### src/rtl/datapath_seq.sv
// Self-sequencing register-file/shifter/ALU datapath: read A, read B, execute, write back.
// Define DP_CARRY_EN to add a carry flag as status_out[3].
module datapath_seq #(
    parameter int W    = 16,
    parameter int NREG = 8,
    parameter int IMMW = 5,
    localparam int RW  = $clog2(NREG)
) (
    input  logic            clk,
    input  logic            rst_n,
    input  logic            req_valid,
    output logic            req_ready,
    input  logic [RW-1:0]   op_rd,
    input  logic [RW-1:0]   op_rn,
    input  logic [RW-1:0]   op_rm,
    input  logic [1:0]      op_alu,
    input  logic [1:0]      op_shift,
    input  logic            op_asel,
    input  logic            op_bsel,
    input  logic [IMMW-1:0] op_imm,
    input  logic [1:0]      op_vsel,
    input  logic            op_write,
    input  logic            op_loads,
    input  logic [W-1:0]    mdata,
    input  logic [W-1:0]    sximm8,
    input  logic [W-1:0]    pc,
    output logic            done,
    output logic [W-1:0]    c,
`ifdef DP_CARRY_EN
    output logic [3:0]      status_out,
`else
    output logic [2:0]      status_out,
`endif
    input  logic [RW-1:0]   dbg_addr,
    output logic [W-1:0]    dbg_data
);

    localparam logic [2:0] S_IDLE = 3'd0;
    localparam logic [2:0] S_RDA  = 3'd1;
    localparam logic [2:0] S_RDB  = 3'd2;
    localparam logic [2:0] S_EXE  = 3'd3;
    localparam logic [2:0] S_WB   = 3'd4;

    typedef struct packed {
        logic [RW-1:0]   rd;
        logic [RW-1:0]   rn;
        logic [RW-1:0]   rm;
        logic [1:0]      alu;
        logic [1:0]      shift;
        logic            asel;
        logic            bsel;
        logic [IMMW-1:0] imm;
        logic [1:0]      vsel;
        logic            write;
        logic            loads;
    } instr_t;

    logic [2:0]   state;
    instr_t       ir;
    logic [W-1:0] regs [NREG];
    logic [W-1:0] a_q;
    logic [W-1:0] b_q;
    logic [W-1:0] c_q;
    logic         z_q;
    logic         n_q;
    logic         v_q;

    logic [W-1:0] b_sh;
    logic [W-1:0] imm_x;
    logic [W-1:0] ain;
    logic [W-1:0] bin;
    logic [W-1:0] bop;
    logic [W-1:0] sum;
    logic [W-1:0] res;
    logic         is_sub;
    logic         arith;
    logic         v_f;
    logic [W-1:0] wb_data;

    assign req_ready = (state == S_IDLE);
    assign c         = c_q;
    assign dbg_data  = regs[dbg_addr];

    always_ff @(posedge clk or negedge rst_n) begin
        if (!rst_n) begin
            state <= S_IDLE;
            ir    <= '0;
            done  <= 1'b0;
        end else begin
            done <= (state == S_EXE);
            case (state)
                S_IDLE: begin
                    if (req_valid) begin
                        ir    <= '{op_rd, op_rn, op_rm, op_alu, op_shift,
                                   op_asel, op_bsel, op_imm, op_vsel,
                                   op_write, op_loads};
                        state <= S_RDA;
                    end
                end
                S_RDA:   state <= S_RDB;
                S_RDB:   state <= S_EXE;
                S_EXE:   state <= S_WB;
                S_WB:    state <= S_IDLE;
                default: state <= S_IDLE;
            endcase
        end
    end

    always_comb begin
        b_sh = b_q;
        case (ir.shift)
            2'b01:   b_sh = {b_q[W-2:0], 1'b0};
            2'b10:   b_sh = {1'b0, b_q[W-1:1]};
            2'b11:   b_sh = {b_q[W-1], b_q[W-1:1]};
            default: b_sh = b_q;
        endcase
    end

    assign imm_x  = {{(W-IMMW){ir.imm[IMMW-1]}}, ir.imm};
    assign ain    = ir.asel ? '0 : a_q;
    assign bin    = ir.bsel ? imm_x : b_sh;
    assign is_sub = (ir.alu == 2'b01);
    assign arith  = ~ir.alu[1];
    // SUB is A + ~B + 1, so one adder serves both and its carry is not-borrow
    assign bop    = is_sub ? ~bin : bin;

`ifdef DP_CARRY_EN
    logic [W:0] sum_x;
    logic       cy_q;
    assign sum_x = {1'b0, ain} + {1'b0, bop} + {{W{1'b0}}, is_sub};
    assign sum   = sum_x[W-1:0];
`else
    assign sum   = ain + bop + {{(W-1){1'b0}}, is_sub};
`endif

    assign v_f = arith && (ain[W-1] == bop[W-1]) && (sum[W-1] != ain[W-1]);

    always_comb begin
        res = sum;
        unique case (1'b1)
            (ir.alu == 2'b10): res = ain & bin;
            (ir.alu == 2'b11): res = ~bin;
            arith:             res = sum;
        endcase
    end

    always_ff @(posedge clk or negedge rst_n) begin
        if (!rst_n) begin
            a_q <= '0;
            b_q <= '0;
            c_q <= '0;
            z_q <= 1'b0;
            n_q <= 1'b0;
            v_q <= 1'b0;
        end else begin
            if (state == S_RDA) a_q <= regs[ir.rn];
            if (state == S_RDB) b_q <= regs[ir.rm];
            if (state == S_EXE) begin
                c_q <= res;
                if (ir.loads) begin
                    z_q <= (res == '0);
                    n_q <= res[W-1];
                    v_q <= v_f;
                end
            end
        end
    end

`ifdef DP_CARRY_EN
    // carry only moves on arithmetic ops; logic ops keep the old value
    always_ff @(posedge clk or negedge rst_n) begin
        if (!rst_n) begin
            cy_q <= 1'b0;
        end else if (state == S_EXE && ir.loads && arith) begin
            cy_q <= sum_x[W];
        end
    end
    assign status_out = {cy_q, v_q, n_q, z_q};
`else
    assign status_out = {v_q, n_q, z_q};
`endif

    always_comb begin
        wb_data = c_q;
        case (ir.vsel)
            2'b01:   wb_data = pc;
            2'b10:   wb_data = sximm8;
            2'b11:   wb_data = mdata;
            default: wb_data = c_q;
        endcase
    end

    always_ff @(posedge clk or negedge rst_n) begin
        if (!rst_n) begin
            for (int i = 0; i < NREG; i++) regs[i] <= '0;
        end else if (state == S_WB && ir.write) begin
            regs[ir.rd] <= wb_data;
        end
    end

endmodule

### config.mk
export PLATFORM = sky130hd
export DESIGN_NAME = datapath_seq
export DESIGN_NICKNAME = d
export VERILOG_FILES = /design/src/rtl/datapath_seq.sv
export SDC_FILE = /design/constraint.sdc
export NUM_CORES = 1
export LEC_CHECK = 0
export CORE_ASPECT_RATIO = 1.1
export CORE_MARGIN = 2
export CORE_UTILIZATION = 45
export CTS_CLUSTER_DIAMETER = 30
export DETAILED_ROUTE_END_ITERATION = 8
export PLACE_DENSITY = 0.73
export SYNTH_ARGS = -nofsm -noshare
export SYNTH_HDL_FRONTEND = slang
export SYNTH_SLANG_ARGS = --single-unit
### constraint.sdc
create_clock -name clk -period 8.2 [get_ports clk]
set_clock_uncertainty 0.2 [all_clocks]
set_input_delay 1.23 -clock clk [delete_from_list [all_inputs] [get_ports clk]]
set_output_delay 1.23 -clock clk [all_outputs]
set_load 0.1 [all_outputs]
-- After elaboration in Yosys (flattened, before gate mapping)
Cells that the tools add are included.
- bits in registers: 207
- input port bits: 78
- output and inout bits: 37
- word-level logic and storage cells: 85
- muxes and demuxes: 20
- magnitude comparators: 5
- bitwise logic cells: 7
- add/subtract/negate cells: 2
- eq/ne operators: 16
- reduce and logical (&&, ||, !) cells: 8
- operator list (cell ; count):
    16-bit 2-to-1 mux ; 10
    16-bit binary-select mux with 3-bit select ; 3
    16-bit one-hot mux with 3 select lines ; 3
    128-bit bitwise mux ; 1
    16-bit demux with 3-bit select ; 1
    16-bit by 1-bit adder with 16-bit output ; 1
    16-bit adder ; 1
    16-bit bitwise AND ; 1
    4-bit greater-or-equal comparator (second input constant) ; 4
    16-bit zero test ; 1
    16-bit NOT ; 1
    3-bit NOT with 4-bit output ; 4
    2-bit equality test (second input constant) ; 6
    3-bit one-hot mux with 4 select lines ; 1
    2-bit by 1-bit equality test with 1-bit output (second input constant) ; 3
    3-bit by 2-bit equality test with 1-bit output (second input constant) ; 2
    1-bit logical AND ; 4
    4-bit by 1-bit < comparator with 1-bit output (second input constant) ; 1
    2-bit AND reduction ; 2
    3-bit by 1-bit equality test with 1-bit output (second input constant) ; 1
    3-bit equality test (second input constant) ; 1
    3-bit zero test ; 1
    3-bit 2-to-1 mux ; 1
    2-bit != test (second input constant) ; 1
    3 further kinds ; 3

-- Logic depth before layout (Yosys ltp)
- depth after elaboration: 9
- mapped depth: 16
- depth with buffers taken out: 14

-- Worst setup path before layout
No wires, ideal clock.
- kind: register to register
- from: register ir[14] in the netlist's numbering
- to: register z_q
- library setup time: 0.104 ns
- required time: 7.896 ns
- arrival time: 4.292 ns
- clock period less this slack: 4.596 ns
- setup slack: 3.604 ns
- path buffers: 4
- cell stages (with the launch flop): 17
- path through: dfrtp_1 clkbuf_1 clkbuf_1 clkbuf_1 nor2_1 buf_1 xnor2_1 ha_1 a21o_1 a21o_1 a21oi_1 o21ai_1 a2111oi_1 a211oi_1 a311o_1 or3_1 o41ai_2
- word-level cells in the longest chain between the ends: 6
- elaborated cells on any way between the ends: 9
- those cells by class: add/sub: 2; eq/ne: 3; mux: 2; bitwise: 1; reduce/logical: 1
- ends and longest elaborated chain (what ; RTL line ; RTL):
    start, declared ; 59 ; instr_t ir;
    start signal, assigned ; 94 ; ir <= '{op_rd, op_rn, op_rm, op_alu, op_shift,
    2-bit by 1-bit equality test with 1-bit output ; 122 ; assign is_sub = (ir.alu == 2'b01);
    16-bit 2-to-1 mux ; 125 ; assign bop = is_sub ? ~bin : bin;
    16-bit adder ; 133 ; assign sum = ain + bop + {{(W-1){1'b0}}, is_sub};
    16-bit by 1-bit adder with 16-bit output ; 133 ;
    16-bit one-hot mux with 3 select lines * ; 140 ; unique case (1'b1)
    16-bit zero test * ; 161 ; z_q <= (res == '0);
    end signal, assigned ; 161 ;
    end, declared ; 64 ; logic z_q;
Mark *: on every way between the ends. The rest lies on a longest branch, timed or not.
A chain may end at the register's enable or synchronous reset.

-- Final worst setup path
- from: input port dbg_addr[2]
- to: output port dbg_data[12]
- word-level cells in the longest chain between the ends: 4
- ends and longest elaborated chain (what ; RTL line ; RTL):
    start, declared ; 34 ; input logic [RW-1:0] dbg_addr,
    3-bit NOT with 4-bit output (not written as such) ; 82 ; assign dbg_data = regs[dbg_addr];
    16-bit binary-select mux with 3-bit select ; 82 ;
    16-bit 2-to-1 mux (not written as such) (2 in a row) ; 82 ;
    end, declared ; 35 ; output logic [W-1:0] dbg_data
No other way between the ends. The select of a mux whose other input is x is not followed.

==> metrics.txt <==
Gate Count Post-Synth=994; CP arrival=4.00 ns; starting density of the core=45.6%; I/O pin cnt=115; Clock transition at path regs=0.05 ns; number of flops mapped to enable cells by yosys=0; initial antenna violation count=0; worst path required time=6.77 ns; worst path cell trace=clkdlybuf4s50_1, mux2_2, clkdlybuf4s50_1; Sum Neg Setup Slack=0 ns; first-pass GRT wire length=53100 um; drt initial violations=601; max-slew violations=0; gr usage total=23.3%; RSZ-0062 raised after global routing=no; slowest stage delay, CP=1.24 ns; DRC=0; Power Total=7680 uW; crit path kind=in2out; layout cell share with drive strength beyond 1=35.4%; cell mode on critical path=clkdlybuf4s50_1; Post-Route Utilization=55.8%; Resized Gates After CTS=0; # Post-CTS Setup Buffers=0; dominant cells by area after synthesis=dfrtp_1 41%, mux4_2 20%, mux2_2 15%, mux2i_1 3.9%, a21oi_1 2.3%; RD Place Congestion=0.894; Vias/cell=5.99; Max Fanout on Critical Path=16; YS warnings=0; number of port buffers=114; HP Start=v_q; hold endpoint=v_q; Layout area overhead=22.5%; Main synth FF type=dfrtp_1; Slowest cell on crit path=clkdlybuf4s50_1; CTS buffer count=41; Worst setup SP type=primary input; cell accounting for the most synthesized area=dfrtp_1; total grt overflow=0; reg2reg end=z_q; CTS max path bufs=3; Leakage=0.00673 uW; HP Class=reg2reg; Core Footprint=0.0278 mm2; Post-synth top cells=207 x dfrtp_1, 174 x mux2_2, 112 x mux4_2; Crit. End Element=primary output; maximum VDD drop=0.305 mV; Die Ht=180 um; final hold violation count=0; DR vias=8923; clock latency on the worst-skew pair=0.52 ns; vias in the first global route=9386; Power Dens Cells=495 mW/mm2; mean routed wirelength per cell=22.5 um; Final HPWL DP=22800 um; WL final=33600 um; post-synth top area share=40.9%; synthesized flop and latch total=207; Tcrit/Tclk final=66.3%; row cnt=64; Mean Syn Cell Area=12.7 um2; Register Area=0.00518 mm2; highest clock rate=0.184 GHz; H-tree depth=2; library cells used by synthesis=61; die area=0.0295 mm2; Die Wd=164 um; status=completed; CTS Sinks=207; Max Cap Viol=0; Worst R2R Start=ir[13]; antenna cells=0; WHS Path Cells=2; syn_nets=1089; worst reg2reg path depth=15; post-route setup slack=2.77 ns; Post-Place Worst Slack=2.82 ns; CTS root buf=clkbuf_16; CTS tree=done; r2r setup slk=3.26 ns; Slew @ Worst Pin=1.22 ns; Pre-Repair DR Iteration Count=6; Post-DP Area=0.0141 mm2; Seq/Total Area, Yosys=40.9%; minimum clock period=5.43 ns; Rel. slew slack=18.8%; largest net degree at the start of global routing=121; Routed Antenna Nets=0; Cell Area, Synth=0.0127 mm2; design area=0.0155 mm2; nets=1190; most numerous cell in the Yosys netlist=dfrtp_1; final setup vio count=0; Hold Buf Count CTS=0; FFs w/ async S/R, synth=100%; Multi-input gate area=0.00719 mm2; Filler cells=2243
==> area by class of cell <==
cell class / instances / area share (%)
clock buffer: 49 / 7.00
clock inverter: 26 / 1.89
inverter: 5 / 0.121
multi-input combinational: 706 / 46.3
sequential: 207 / 33.4
tap: 363 / 2.93
timing repair buffer: 134 / 8.31
==> per-layer routing <==
metal / wire [um] / global-route usage, % / vias up / part of all wire [%]
met5: 0 / 0 / - / 0
met4: 956 / 8.49 / 0 / 2.8
met3: 1570 / 3.81 / 70 / 4.7
met2: 17200 / 39.4 / 243 / 51
met1: 13800 / 30.3 / 4620 / 41
li1: - / - / 3990 / -
==> metrics by stage <==
step           std cells  hold WS [ns]
3_3_place_gp        1415         0.270
3_5_place_dp        1415         0.277
2_1_floorplan        994         0.250
4_1_cts             1490         0.288
5_1_grt             1490         0.295
6_report            1490         0.283
==> kinds of logic after synthesis <==
kind of cell,count (synthesis),synth area share [%]
buffers and inverters,81,2.56
xor gates and xnor gates,26,1.80
adders and majority gates,17,1.74
muxes,335,39.2
DFF,207,40.9
AOI/OAI and AO/OA,138,6.73
and+or+nand+nor,190,7.05
==> sequential cells by signal (all words and copies together) (netlist names) <==
register and flops:
a_q 16, b_q 16, c 16, done 1, imm_x 5, ir 19
n_q 1, regs 128, state 3, v_q 1, z_q 1
==> cells in the final DEF, fill, tap and decap left out, types with 17 or more instances in the layout <==
cell             instances
a21oi_1                 58
buf_4                   20
clkbuf_16               41
clkdlybuf4s50_1        112
dfrtp_1                203
mux2_2                 174
mux2i_1                 49
mux4_2                 112
nand2_1                 62
nor2_1                  60
nor2b_1                 17
o21ai_0                 36
xnor2_1                 18
==> worst max path at each step <==
stage,cells after the start,end,start,slack [ns]
finish,3,dbg_data[12],dbg_addr[2],2.77
global route,3,dbg_data[12],dbg_addr[2],2.71
CTS,3,dbg_data[14],dbg_addr[2],2.79
detailed placement,3,dbg_data[14],dbg_addr[2],2.82
global placement,3,dbg_data[14],dbg_addr[2],2.81
floorplan,16,z_q,ir[14],3.60
==> power by group <==
part	internal, uW	total, uW	switching, uW
logic	1760	3980	2220
clock network	1060	1640	584
registers	1450	2060	613
==> critical path, delay by kind of cell <==
kind / cells / cell delay [ns]
muxes: 1 / 0.32
buffers and inverters: 2 / 2.43
No activity file was read; power rests on OpenSTA's default activity.
